File: src/rtl/mmio_pkg.sv
// ============================================================================
// Module   : mmio_pkg
// Brief    : Shared register offsets, bit indices and FIFO state encoding
//            for the memory-mapped store port.
// Revision : 1.0
// ============================================================================
`default_nettype none

package mmio_pkg;

    // Register offsets from the window base address
    localparam logic [31:0] TXDATA_OFS = 32'h0000_0000;
    localparam logic [31:0] STATUS_OFS = 32'h0000_0004;
    localparam logic [31:0] CTRL_OFS   = 32'h0000_0008;

    // STATUS bit positions
    localparam int FULL_B  = 0;
    localparam int EMPTY_B = 1;
    localparam int VALID_B = 2;
    localparam int OVF_B   = 3;
    localparam int CNT_LSB = 4;

    // CTRL bit positions
    localparam int EN_B    = 0;
    localparam int FLUSH_B = 1;

    typedef enum logic [1:0] {
        ST_EMPTY   = 2'd0,
        ST_PARTIAL = 2'd1,
        ST_FULL    = 2'd2
    } fifo_state_t;

endpackage

`default_nettype wire

File: src/rtl/sync_fifo.sv
// ============================================================================
// Module   : sync_fifo
// Brief    : Power-of-two synchronous FIFO with flush and accept-when-full-
//            and-popping; occupancy tracked by an EMPTY/PARTIAL/FULL FSM.
// Revision : 1.0
// ============================================================================
`default_nettype none

module sync_fifo
    import mmio_pkg::*;
#(
    parameter int DEPTH  = 4,
    parameter int DATA_W = 8,
    localparam int AW    = $clog2(DEPTH),
    localparam int CW    = AW + 1
) (
    input  logic              clk,
    input  logic              reset,
    input  logic              i_push,
    input  logic [DATA_W-1:0] i_data,
    input  logic              i_pop,
    input  logic              i_flush,
    output logic              o_full,
    output logic              o_empty,
    output logic [CW-1:0]     o_count,
    output logic [DATA_W-1:0] o_head,
    output logic              o_accept
);

    localparam logic [CW-1:0] C_DEPTH = CW'(DEPTH);

    fifo_state_t       r_state;
    fifo_state_t       w_state_nxt;
    logic [CW-1:0]     r_count;
    logic [CW-1:0]     w_count_nxt;
    logic [AW-1:0]     r_wr_ptr;
    logic [AW-1:0]     r_rd_ptr;
    logic [DATA_W-1:0] r_mem [DEPTH];
    logic              w_pop;
    logic              w_push;

    // Flush owns the cycle: it suppresses both the pop and any push
    assign w_pop    = i_pop && !i_flush && (r_state != ST_EMPTY);
    assign w_push   = i_push && !i_flush && ((r_state != ST_FULL) || w_pop);

    assign o_full   = (r_state == ST_FULL);
    assign o_empty  = (r_state == ST_EMPTY);
    assign o_count  = r_count;
    assign o_head   = r_mem[r_rd_ptr];
    assign o_accept = w_push;

    always_comb begin
        w_state_nxt = r_state;
        w_count_nxt = r_count;
        if (i_flush) begin
            w_state_nxt = ST_EMPTY;
            w_count_nxt = '0;
        end else begin
            case (r_state)
                ST_EMPTY: begin
                    if (w_push) begin
                        w_state_nxt = ST_PARTIAL;
                        w_count_nxt = r_count + CW'(1);
                    end
                end
                ST_PARTIAL: begin
                    if (w_push && !w_pop) begin
                        w_count_nxt = r_count + CW'(1);
                        w_state_nxt = (r_count == C_DEPTH - CW'(1)) ? ST_FULL : ST_PARTIAL;
                    end else if (w_pop && !w_push) begin
                        w_count_nxt = r_count - CW'(1);
                        w_state_nxt = (r_count == CW'(1)) ? ST_EMPTY : ST_PARTIAL;
                    end
                end
                ST_FULL: begin
                    if (w_pop && !w_push) begin
                        w_count_nxt = r_count - CW'(1);
                        w_state_nxt = ST_PARTIAL;
                    end
                end
                default: begin
                    w_state_nxt = ST_EMPTY;
                    w_count_nxt = '0;
                end
            endcase
        end
    end

    always_ff @(posedge clk) begin
        if (!reset) begin
            r_state  <= ST_EMPTY;
            r_count  <= '0;
            r_wr_ptr <= '0;
            r_rd_ptr <= '0;
        end else begin
            r_state <= w_state_nxt;
            r_count <= w_count_nxt;
            if (i_flush) begin
                r_rd_ptr <= r_wr_ptr;
            end else begin
                if (w_push) r_wr_ptr <= r_wr_ptr + AW'(1);
                if (w_pop)  r_rd_ptr <= r_rd_ptr + AW'(1);
            end
        end
    end

    // Storage carries no reset; contents are meaningless until written
    always_ff @(posedge clk) begin
        if (w_push) r_mem[r_wr_ptr] <= i_data;
    end

endmodule

`default_nettype wire

File: src/rtl/mmio_store_port.sv
// ============================================================================
// Module   : mmio_store_port
// Brief    : Core-bus store port: TXDATA stores queue into a FIFO drained
//            over valid/ready; STATUS/CTRL readable combinationally.
// Revision : 1.0
// ============================================================================
`default_nettype none

module mmio_store_port
    import mmio_pkg::*;
#(
    parameter logic [31:0] BASE_ADDR = 32'h0000_0080,
    parameter int          DEPTH     = 4,
    parameter int          DATA_W    = 8
) (
    input  logic              clk,
    input  logic              reset,
    input  logic              MemWrite,
    input  logic [31:0]       DataAdr,
    input  logic [31:0]       WriteData,
    output logic [31:0]       ReadData,
    output logic              hit,
    output logic              out_valid,
    output logic [DATA_W-1:0] out_data,
    input  logic              out_ready
);

    localparam int CW = $clog2(DEPTH) + 1;

    logic          w_sel_tx;
    logic          w_sel_status;
    logic          w_sel_ctrl;
    logic          w_push_req;
    logic          w_flush;
    logic          w_ovf_clr;
    logic          w_accept;
    logic          w_full;
    logic          w_empty;
    logic [CW-1:0] w_count;
    logic [31:0]   w_status;
    logic          r_enable;
    logic          r_overflow;
    logic          w_unused;

    assign w_sel_tx     = (DataAdr == BASE_ADDR + TXDATA_OFS);
    assign w_sel_status = (DataAdr == BASE_ADDR + STATUS_OFS);
    assign w_sel_ctrl   = (DataAdr == BASE_ADDR + CTRL_OFS);
    assign hit          = w_sel_tx || w_sel_status || w_sel_ctrl;

    assign w_push_req   = MemWrite && w_sel_tx;
    assign w_flush      = MemWrite && w_sel_ctrl && WriteData[FLUSH_B];
    assign w_ovf_clr    = MemWrite && w_sel_status && WriteData[OVF_B];

    assign out_valid    = r_enable && !w_empty;

    // Upper store-data bits never reach the payload or any register field
    assign w_unused     = ^WriteData[31:DATA_W];

    sync_fifo #(
        .DEPTH  (DEPTH),
        .DATA_W (DATA_W)
    ) u_fifo (
        .clk      (clk),
        .reset    (reset),
        .i_push   (w_push_req),
        .i_data   (WriteData[DATA_W-1:0]),
        .i_pop    (out_valid && out_ready),
        .i_flush  (w_flush),
        .o_full   (w_full),
        .o_empty  (w_empty),
        .o_count  (w_count),
        .o_head   (out_data),
        .o_accept (w_accept)
    );

    always_ff @(posedge clk) begin
        if (!reset) begin
            r_enable   <= 1'b1;
            r_overflow <= 1'b0;
        end else begin
            if (MemWrite && w_sel_ctrl) r_enable <= WriteData[EN_B];
            // A dropped push outranks a same-cycle clear
            if (w_push_req && !w_accept) r_overflow <= 1'b1;
            else if (w_ovf_clr)          r_overflow <= 1'b0;
        end
    end

    always_comb begin
        w_status                 = '0;
        w_status[FULL_B]         = w_full;
        w_status[EMPTY_B]        = w_empty;
        w_status[VALID_B]        = out_valid;
        w_status[OVF_B]          = r_overflow;
        w_status[CNT_LSB +: CW]  = w_count;
    end

    always_comb begin
        ReadData = '0;
        if (w_sel_status)    ReadData = w_status;
        else if (w_sel_ctrl) ReadData[EN_B] = r_enable;
    end

endmodule

`default_nettype wire

File: config.mk
export PLATFORM = sky130hd
export DESIGN_NAME = mmio_store_port
export DESIGN_NICKNAME = d
export VERILOG_FILES = /design/src/rtl/mmio_pkg.sv /design/src/rtl/sync_fifo.sv /design/src/rtl/mmio_store_port.sv
export SDC_FILE = /design/constraint.sdc
export NUM_CORES = 1
export LEC_CHECK = 0
export ABC_AREA = 0
export ABC_CLOCK_PERIOD_IN_PS = 2000
export CAP_MARGIN = 25
export CORE_MARGIN = 2
export CORE_UTILIZATION = 38
export DETAILED_ROUTE_END_ITERATION = 12
export PLACE_DENSITY_LB_ADDON = 0.2
export SYNTH_ARGS = -nofsm -noshare
export SYNTH_HDL_FRONTEND = slang
export SYNTH_SLANG_ARGS = --single-unit
File: constraint.sdc
create_clock -name clk -period 2 [get_ports clk]
set_clock_uncertainty 0.2 [all_clocks]
set_input_delay 0.3 -clock clk [delete_from_list [all_inputs] [get_ports clk]]
set_output_delay 0.3 -clock clk [all_outputs]
set_load 0.01 [all_outputs]
# After elaboration in Yosys (flattened, before gate mapping)
# Memories as Yosys holds them, arrays and structs flattened. A register that Yosys moved wholly into a read port is not among the register bits.
# Cells that the tools add are included.
# op_classes
n_eq_ne	11
n_reduce_logical	28
mux	22
addsub	4
bitwise_logic	2
# op_table
op	count
equality test 32 x 8 -> 1 bit (second input constant)	3
two-way mux 2 bit	9
logical AND 1 bit	14
two-way mux 3 bit	3
case mux 3 bit (3 select lines)	1
two-way mux 1 bit	7
two-way mux 6 bit	1
case mux 2 bit (3 select lines)	1
nonzero test 2 bit	3
adder 2 x 1 -> 2 bit (second input constant)	2
zero test 1 bit	4
inequality test 2 x 1 -> 1 bit (second input constant)	2
adder 3 x 1 -> 3 bit (second input constant)	1
equality test 3 x 1 -> 1 bit (second input constant)	1
equality test 3 x 2 -> 1 bit (second input constant)	1
logical OR 1 bit	3
inequality test 3 x 1 -> 1 bit (second input constant)	1
AND reduction 3 bit	1
subtractor 3 x 1 -> 3 bit (second input constant)	1
equality test 2 x 1 -> 1 bit (second input constant)	1
equality test 2 bit (second input constant)	1
zero test 2 bit	1
inequality test 2 bit (second input constant)	1
inverter 1 bit	2
other kinds (2)	2
# word_totals
ram_bits	32
mem_count	1
wordCells	74
ff_bits	11
output_inout_bits	42
inputBits	68
# memory_table
name	words	word_bits	rd	rd_ports_with_merged_regs	write_ports	line_no	source
u_fifo.r_mem	4	8	1	1	1	sync_fifo.sv:38	logic [DATA_W-1:0] r_mem [DEPTH];

# Depth between registers and ports, before layout
# depth
word_depth	13
depth_mapped	7
mapped_depth_nobuf	7

# Hierarchy
# From an unflattened synthesis, not the netlist that was laid out.
# hier_totals
hier_cells	204
hier_area_um2	2444.8
# by_module_without_submodules
module	area_each_um2	seq_area_each_um2	instances	cells_per_inst
sync_fifo	1909.3	1181.1	1	136
mmio_store_port	535.5	40.0	1	68

# Worst setup path after synthesis
# Ideal clock, no wire load.
# synth_path
kind	input-to-output
start	input DataAdr[13]
end	output ReadData[1]
stages	6
n_path_buf	1
required_ns	1.500
arrival_ns	1.597
path_slack_ns	-0.097
path_cell_list	nor4_1 -> and4_1 -> buf_6 -> and2_2 -> and3_1 -> nor3b_1
# synth_via
elab_chain_cells	2
# synth_lines
item	line_no	source
start: declaration	mmio_store_port.sv:19	input logic [31:0] DataAdr,
equality test 32 x 8 -> 1 bit	mmio_store_port.sv:46	assign w_sel_status = (DataAdr == BASE_ADDR + STATUS_OFS);
two-way mux 6 bit	mmio_store_port.sv:99	if (w_sel_status) ReadData = w_status;
end: declaration	mmio_store_port.sv:21	output logic [31:0] ReadData,
# Every way passes these cells.

# Worst setup path in the final report
# layout_path
start	input DataAdr[9]
end	output ReadData[1]
# Same word-level chain as after synthesis.

==> impl_metrics.csv <==
group,metric,value,unit
run_status,status,"finished with violations",
run_status,violations,"setup timing",
global_routing,use_met2,24.7,%
logic_synthesis,synth_async_sr_flop_share,0,%
logic_synthesis,yosysMostFrequentCell,"edfxtp_1",
placed_design,port_buffers,60,
logic_synthesis,mappedNetlistArea,2420,sq um
sta,hold_viol,0,
logic_synthesis,synth_ff_type,"edfxtp_1",
detailed_routing,drc,0,
sta,holdWs,320,ps
global_routing,grtUsageTotal,14.6,%
logic_synthesis,synth_edf_count,32,
global_routing,use_met1,17.9,%
floorplan,die_area,7020,sq um
floorplan,die_h,83.8,um
clocking,cts_made_buffers,5,
sta,fin_crit_sh,103,%
detailed_routing,drt_iter0_drc,48,
power_and_ir_drop,power.leakage,1.38,nW
global_routing,top_usage_layer,"met2",
clocking,clockRootBuffer,"clkbuf_8",
detailed_routing,antenna_left,0,
logic_synthesis,syn_inst,194,
hold_path,holdCritPathClass,"input port to flop",
logic_synthesis,ys_seq_area_share,50.5,%
floorplan,die_x,83.8,um
logic_synthesis,ys_warn_count,0,
floorplan,core_area,6240,sq um
logic_synthesis,synth_cell_types,51,
global_routing,antenna_found_initial,0,
logic_synthesis,synth_top_cell_area_share,39.7,%
critical_path,startpoint_type,"input port",
logic_synthesis,yosys-top-cells-area,"edfxtp_1 40%, dfxtp_1 11%, buf_4 8.1%",
clocking,tritoncts,"done",
placed_design,place.gp.congestion,0.805,
critical_path,critical_path.max_fanout,7,
critical_path,end_kind,"primary output",
floorplan,start_util,38.8,%
detailed_routing,routed_via_density,4.70,
global_routing,grt_pass1_wl,8080,um
sta,maxSlewViolCount,0,
final_layout,syn_to_final_growth,35.3,%
final_layout,fill_cells,576,
global_routing,grt_overflow,0,
logic_synthesis,ys_ff_latch,45,
logic_synthesis,yosys.area.top_type,"edfxtp_1",
sta,report.final.setup_viol,8,
power_and_ir_drop,power_density,561,nW/um^2
final_layout,antenna_cells,0,
placed_design,hpwl,3760,um
power_and_ir_drop,finalPower,0.00184,W
final_layout,drive_above_1_share,38.4,%
critical_path,worstPathRequired,1500,ps
critical_path,timing.critical_path.arrival,1570,ps
power_and_ir_drop,max-vdd-ir-drop,0.302,mV
sta,rsz0062_at_grt,"true",
flow_run,cap_violations,0,
sta,fin_ws,-65.8,ps
sta,fmax,0.484,GHz
final_layout,final_area,3270,sq um
floorplan,fp-row-count,29,
critical_path,crit_type,"input port to primary output",
detailed_routing,avgRoutedWirePerCell,13.8,um
placed_design,postPlaceCellArea,3180,sq um
detailed_routing,vias,1681,
sta,period_minus_slack,2070,ps
global_routing,grt_max_degree,15,
detailed_routing,wl,4950,um
logic_synthesis,synthTopCellsByCount,"32 x edfxtp_1, 26 x buf_4, 13 x dfxtp_1",
clocking,clk_latency,290,ps
global_routing,use_met3,3.26,%
final_layout,nNetsFinal,356,
clocking,cts_buffer_depth,2,
detailed_routing,drt-pass1-iter-count,4,
floorplan,ios,110,
clocking,cts_hold_buffers,0,
logic_synthesis,syn_avg_cell_area,12.5,sq um
clocking,clkTransAtPathRegs,80,ps
clocking,cts.sinks,45,
global_routing,grt_pass1_vias,1697,
clocking,htreeDepth,2,
## where the power goes
| group | internal [W] | switching [W] | leakage [nW] |
|---|---|---|---|
| sequential | 0.000995 | 0.0000000000000790 | 0.392 |
| combinational | 0.0000701 | 0.0000663 | 0.931 |
| clock | 0.000406 | 0.000299 | 0.0574 |
## placed cells by master, fill, tap and decap left out, drive strengths merged, types with 2 or more instances in the layout
cell / netlist / final
a21oi: 8 / 8
nor2b: 4 / 4
mux2i: 2 / 2
dfxtp: 13 / 13
and4: 2 / 2
a31oi: 3 / 3
nor4: 6 / 6
nand3: 3 / 3
o211a: 2 / 2
buf: 29 / 63
edfxtp: 32 / 32
or2b: 2 / 2
nand2: 8 / 8
a211oi: 4 / 4
nor2: 12 / 12
conb: 1 / 25
mux4: 8 / 8
dlygate4sd2: 0 / 5
clkdlybuf4s15: 0 / 5
and2: 10 / 10
clkdlybuf4s50: 0 / 11
inv: 10 / 10
ha: 8 / 8
a21o: 3 / 3
mux2: 2 / 2
o21a: 2 / 2
clkbuf: 2 / 7
xnor2: 3 / 3
## final timing paths
check	from	endpoint	slack (ps)	depth (start not counted)
setup / recovery	DataAdr[9]	ReadData[1]	-70	7
hold / removal	MemWrite	r_overflow$_SDFFE_PN0P_	320	3
setup reg to reg	u_fifo.r_state[0]$_SDFFE_PP0P_	u_fifo.r_state[0]$_SDFFE_PP0P_	210	6
hold reg to reg	r_enable$_SDFFE_PN1N_	r_enable$_SDFFE_PN1N_	340	2
## per-layer routing
layer / part of all wire [%] / vias up
met4: 2.3 / 0
met5: 0 / -
met1: 44 / 773
met3: 6.2 / 9
li1: - / 828
met2: 47 / 71
## state kept, by name, summed over array words and instances, names as in the netlist, named ones only
signal / flops
r_enable: 1
u_fifo.r_mem: 32
u_fifo.r_rd_ptr: 2
u_fifo.r_state: 2
u_fifo.r_wr_ptr: 2
u_fifo.o_count: 3
r_overflow: 1
## cells by family (layout without fill, tap and decap cells)
| kind of cell | after synthesis | count (layout) | share of synthesized area (%) |
|---|---|---|---|
| xor gates and xnor gates | 4 | 4 | 1.45 |
| adders and majority gates | 8 | 8 | 4.14 |
| buffers and inverters | 41 | 104 | 10.8 |
| other | 1 | 25 | 0.155 |
| and+or+nand+nor | 54 | 54 | 14.6 |
| muxes | 12 | 12 | 9.36 |
| AOI/OAI and AO/OA | 29 | 29 | 9.10 |
| DFF | 45 | 45 | 50.5 |
## cell type report
cell class | count | area (sq um) | share of cell area [%]
Sequential cell | 45 | 1220 | 37.4
Inverter | 10 | 37.5 | 1.15
Tap cell | 77 | 96.3 | 2.94
Clock inverter | 2 | 37.5 | 1.15
Timing Repair Buffer | 86 | 694 | 21.2
Multi-Input combinational cell | 132 | 1100 | 33.7
Clock buffer | 6 | 82.6 | 2.52
## critical path, cell delays in order
cell and delay (ps):
dlygate4sd2_1 240, nor4_2 120, and4_1 230, and2_4 150, and3_4 220, nor3b_2 150, buf_2 140
## timing repair
action	in CTS	in global routing
gates resized for setup	172	11
pin swaps	12	5
buffers inserted	5	0
gates cloned	0	0
setup endpoints to repair	57	15
## stage by stage
stage          TNS [ps]  worst slack, ps  util (%)  cells
3_5_place_dp     -32710            -1000      51.0    346
5_1_grt            -869             -149      52.5    358
2_1_floorplan         0            0.496         -    218
6_report           -200            -65.8      52.5    358
4_1_cts            -377            -85.1      52.1    358
3_3_place_gp     -30870             -938      51.0    346
No activity file was read; power rests on OpenSTA's default activity.
==> variant 1, RTL diff (same settings) <==
The package constant `EN_B` goes from 0 to 1.
--- a/src/rtl/mmio_pkg.sv
+++ b/src/rtl/mmio_pkg.sv
@@ -23,3 +23,3 @@
     // CTRL bit positions
-    localparam int EN_B    = 0;
+    localparam int EN_B    = 1;
     localparam int FLUSH_B = 1;
Function: changed (Yosys sat finds a counterexample within 4 cycles, from zero or initial values and one cycle with reset low).
==> variant 1 against the unedited design <==
  * The run still ends with negative setup slack left
  * Worst setup slack got worse by 0.14 ns
  * Global-route usage increased by 1.7 points
  * Routed wire length increased by 11%
  * Total power shrank 6.7%
  * Area after synthesis decreased by 0.41%
  * Final area increased by 9.4%
  * Sequential cell count is the same
  * Clock power decreased by 19%
  * Largest cell class is now multi-input gates
  * Largest power group unchanged
==> variant 1: results (changes against the unedited design) <==
| Metric | Value |
|---|---|
| Outcome | complete, but fails checks |
| Failing checks | negative setup slack |
| Asr flop ratio synth | 0% (unchanged) |
| Layout filler cell count | 546 (-5.2%) |
| Seq/Total Area, Yosys | 50.7% (+0.21 points) |
| CP startpoint | DataAdr[31] |
| Mux contribution to synthesized area | 7.89% (-1.5 points) |
| Routability cong. | 0.796 (-1.2%) |
| Avg Vias per Cell | 4.86 (+3.5%) |
| Critical path fanouts, max | 2 (-5) |
| Post-DP Area | 3280 um^2 (+2.9%) |
| Pre-antenna DRT Iters | 6 (+2) |
| Pin count of the biggest net entering global routing | 17 (+2) |
| Setup slack after layout | -0.203 ns (-0.137 ns) |
| Synth Area in Compound Gates | 8.98% (-0.12 points) |
| DRT iter0 DRCs | 92 (+92%) |
| Syn. warnings | 0 (unchanged) |
| Hold Path Sink | r_enable |
| R2R cell count | 7 (+1) |
| Crit path DAT | 1.70 ns (+0.13 ns) |
| Share of cells above drive strength 1 | 46.6% (+8.1 points) |
| Layout Nets | 382 (+7.3%) |
| Synth top cells by count | edfxtp_1 (32), buf_4 (25), nor2_1 (14), dfxtp_1 (13), and2_1 (12) |
| Reg-to-Reg Start | r_enable |
| Synth Area in Adders | 4.15% (+0.017 points) |
| Initial antenna violation count | 0 (unchanged) |
| Synth Area in XOR/XNOR | 1.45% (+0.0060 points) |
| Dominant cells by area after synthesis | edfxtp_1 (40%), dfxtp_1 (11%), buf_4 (7.8%), mux4_2 (7.5%), ha_1 (4.2%) |
| Via count of the first global-routing pass | 1922 (+13%) |
| Cell at the slowest stage of the critical path | or2_4 |
| Tot GR Track Use | 16.3% (+1.7 points) |
| End of the worst register-to-register path | u_fifo.o_count[2] |
| Leak Pwr | 1.43 nW (+3.7%) |
| Worst Min Path Start | r_enable |
| Worst vdd ir | 0.353 mV (+17%) |
| HPWL after DPL | 4.03 mm (+7.0%) |
| Synth unique cells | 48 (-5.9%) |
| Detailed-route wire length | 5.50 mm (+11%) |
| Setup violators final | 44 (+36) |
| Worst path max stage delay | 0.29 ns (+0.05 ns) |
| First-pass GRT wire length | 9.05 mm (+12%) |
| Worst hold path class | reg -> reg |
variant 1: cell types whose count changed after synthesis, moves of 3 or more:
cell / change
a21oi_1: -5
nor3_1: +5
o21ai_0: +5
and2_1: +3
nor2_1: +3
or3_1: +3
variant 1: layout make-up:
class	instances	area, um^2	area share [%]
clock inverters	3	25.0	0.698
inverters	10	37.5	1.05
multi-input cells	142	1250	35.0
well taps	77	96.3	2.69
clock buffers	5	68.8	1.92
flip-flops and latches	45	1220	34.1
repair buffers	102	878	24.5
variant 1: power breakdown:
part | leakage [nW] | switching, mW | total, mW | internal [mW]
clock | 0.0447 | 0.321 | 0.574 | 0.252
combinational | 0.994 | 0.0686 | 0.145 | 0.0764
sequential | 0.392 | 0.0000000777 | 0.995 | 0.995
total | 1.43 | 0.390 | 1.71 | 1.32
variant 1: layer usage:
metal	part of all wire (%)	wire length [um]	GRT usage, %	vias to the layer above
li1	-	-	-	906
met1	41	2280	19.2	879
met2	51	2810	28.2	69
met3	5.5	301	4.25	12
met4	1.9	105	6.30	0
met5	0	0	0	-
variant 1: what timing repair did:
action | 4_1_cts | 5_1_grt
setup buffers | 12 | 4
hold buffers | 0 | 0
setup endpoints to repair | 61 | 54
gates cloned | 0 | 0
resized for setup | 184 | 38
pin swaps | 23 | 16
variant 1: through the flow:
step	setup slack [ns]	hold WS, ns	power [mW]	cells	setup TNS (ns)
5_1_grt	-0.300	0.367	1.79	384	-5.30
3_5_place_dp	-1.08	0.353	1.17	364	-41.01
4_1_cts	-0.233	0.318	1.72	382	-2.96
3_3_place_gp	-1.05	0.342	1.17	364	-40.22
2_1_floorplan	-0.198	0.199	1.09	227	-7.07
6_report	-0.203	0.322	1.71	384	-2.19
==> variant 2, RTL diff (config.mk and constraints unchanged) <==
Without the edit above. Encoding of `fifo_state_t`: now one-hot (3 bits for 3 states).
--- a/src/rtl/mmio_pkg.sv
+++ b/src/rtl/mmio_pkg.sv
@@ -26,6 +26,6 @@
 
-    typedef enum logic [1:0] {
-        ST_EMPTY   = 2'd0,
-        ST_PARTIAL = 2'd1,
-        ST_FULL    = 2'd2
+    typedef enum logic [2:0] {
+        ST_EMPTY   = 3'b001,
+        ST_PARTIAL = 3'b010,
+        ST_FULL    = 3'b100
     } fifo_state_t;
Check against the original RTL: no difference found for any inputs over 4 cycles, from zero or initial values and one cycle with reset low; so few cycles prove little.
==> variant 2 against the unedited design <==
  * The run still ends with negative setup slack left
  * Final area increased by 16%
  * Sequential cell count rose by 1
  * Worst setup slack better by 0.0097 ns
  * Worst hold slack got worse by 0.11 ns
  * Area after synthesis increased by 4.7%
  * Routed wire length rose by 17%
  * First-iteration DRC count rose by 85%
  * Die area increased by 4.5%
  * Total power decreased by 4.9%
  * Largest power group unchanged
==> variant 2: results (changes against the unedited design) <==
| Metric | Value |
|---|---|
| Post-DP Area | 3530 um^2 (+11%) |
| Synth unique cells | 44 (-14%) |
| Fmax achieved | 0.486 GHz (+0.47%) |
| Worst setup path endpoint | u_fifo.r_state[1] |
| GR Util met2 | 28.6% (+3.9 points) |
| Final core utilization | 59.4% (+7.0 points) |
| Cell at the slowest stage of the critical path | dfxtp_2 |
| Post-Layout Cell Count | 400 (+12%) |
| Clk tree area frac | 2.34% (-1.3 points) |
| Setup violators final | 1 (-7) |
| NetSw | 404 uW (+11%) |
| Setup slack after layout | -0.0561 ns (+0.00969 ns) |
| Multi-In Gates | 152 (+15%) |
| Via count of the first global-routing pass | 1989 (+17%) |
| Worst Setup Start Kind | flop |
| Critical path fanouts, max | 4 (-3) |
| Logic power comb | 160 uW (+18%) |
| Non-clock buffers | 108 (+26%) |
| Dpl ws | -0.852 ns (+0.148 ns) |
| Routed len/inst | 14.5 um (+4.6%) |
| Seq cells | 46 (+2.2%) |
| Mux contribution to synthesized area | 7.11% (-2.2 points) |
| Leak Pwr | 1.49 nW (+8.3%) |
| Setup TNS | -0.0561 ns (+0.144 ns) |
| Sequential share of cell area | 32.8% (-4.5 points) |
| Tot GR Track Use | 16.7% (+2.1 points) |
| R2R cell count | 8 (+2) |
| Avg Vias per Cell | 4.89 (+4.1%) |
| HPWL after DPL | 4.33 mm (+15%) |
| Layout Nets | 398 (+12%) |
| Number of non-clock inverters in the layout | 9 (-1) |
| Worst hold slack | 0.206 ns (-0.115 ns) |
| Synth Area in Adders | 3.95% (-0.19 points) |
| Clock power share | 32.7% (-5.7 points) |
| Setup bufs post-CTS | 7 (+2) |
| Worst path max stage delay | 0.33 ns (+0.09 ns) |
| CP delay by family, top | compound AO/OA/AOI/OAI gates |
| Post-Synthesis Cells | 211 (+8.8%) |
| Worst vdd ir | 0.328 mV (+8.7%) |
| Clock-pin slew on the worst setup and hold paths | 0.09 ns |
| Pin count of the biggest net entering global routing | 16 (+1) |
| Placed cells | 383 (+11%) |
| Multi-input gate area | 1350 um^2 (+23%) |
| NonClk Buf Share | 25.8% (+4.6 points) |
| Pre-antenna DRT Iters | 4 (unchanged) |
| Routability cong. | 0.843 (+4.7%) |
| Asr flop ratio synth | 0% (unchanged) |
| Synth top cells by count | edfxtp_1 (32), buf_4 (26), dfxtp_1 (14), nor2_1 (13) |
| CTS resizes | 208 (+21%) |
| Outcome | complete, but fails checks |
| Clock buffers | 5 (-1) |
| Layout filler cell count | 535 (-7.1%) |
| Synth Area in Compound Gates | 9.04% (-0.063 points) |
| Seq/Total Area, Yosys | 49.0% (-1.5 points) |
| GR Util met3 | 3.95% (+0.68 points) |
| Failing checks | negative setup slack |
| Logic pwr share | 9.2% (+1.8 points) |
[variant 2: how the worst min path moves through the flow]
stage	cells after the start	from	end
after floorplan	1	reset	r_enable
after global placement	2	r_overflow	r_overflow
after detailed placement	2	r_overflow	r_overflow
after CTS	2	r_overflow	r_overflow
after global routing	2	WriteData[1]	u_fifo.r_mem[0][1]
final	2	WriteData[1]	u_fifo.r_mem[0][1]
[variant 2: cell families (layout without fill, tap and decap cells)]
| kind of cell | Yosys count | in the layout |
|---|---|---|
| simple gates | 74 | 74 |
| flops | 46 | 46 |
| buf+inv | 37 | 125 |
| compound gates | 33 | 33 |
| fa+ha+maj | 8 | 8 |
| mux | 8 | 8 |
| xor+xnor | 4 | 4 |
| other cells | 1 | 25 |
[variant 2: metal layers]
metal / vias to the layer above / wire length, um / part of all wire, %
li1: 961 / - / -
met1: 924 / 2410 / 42
met2: 63 / 2970 / 51
met3: 7 / 309 / 5.3
met4: 0 / 92 / 1.6
met5: - / 0 / 0
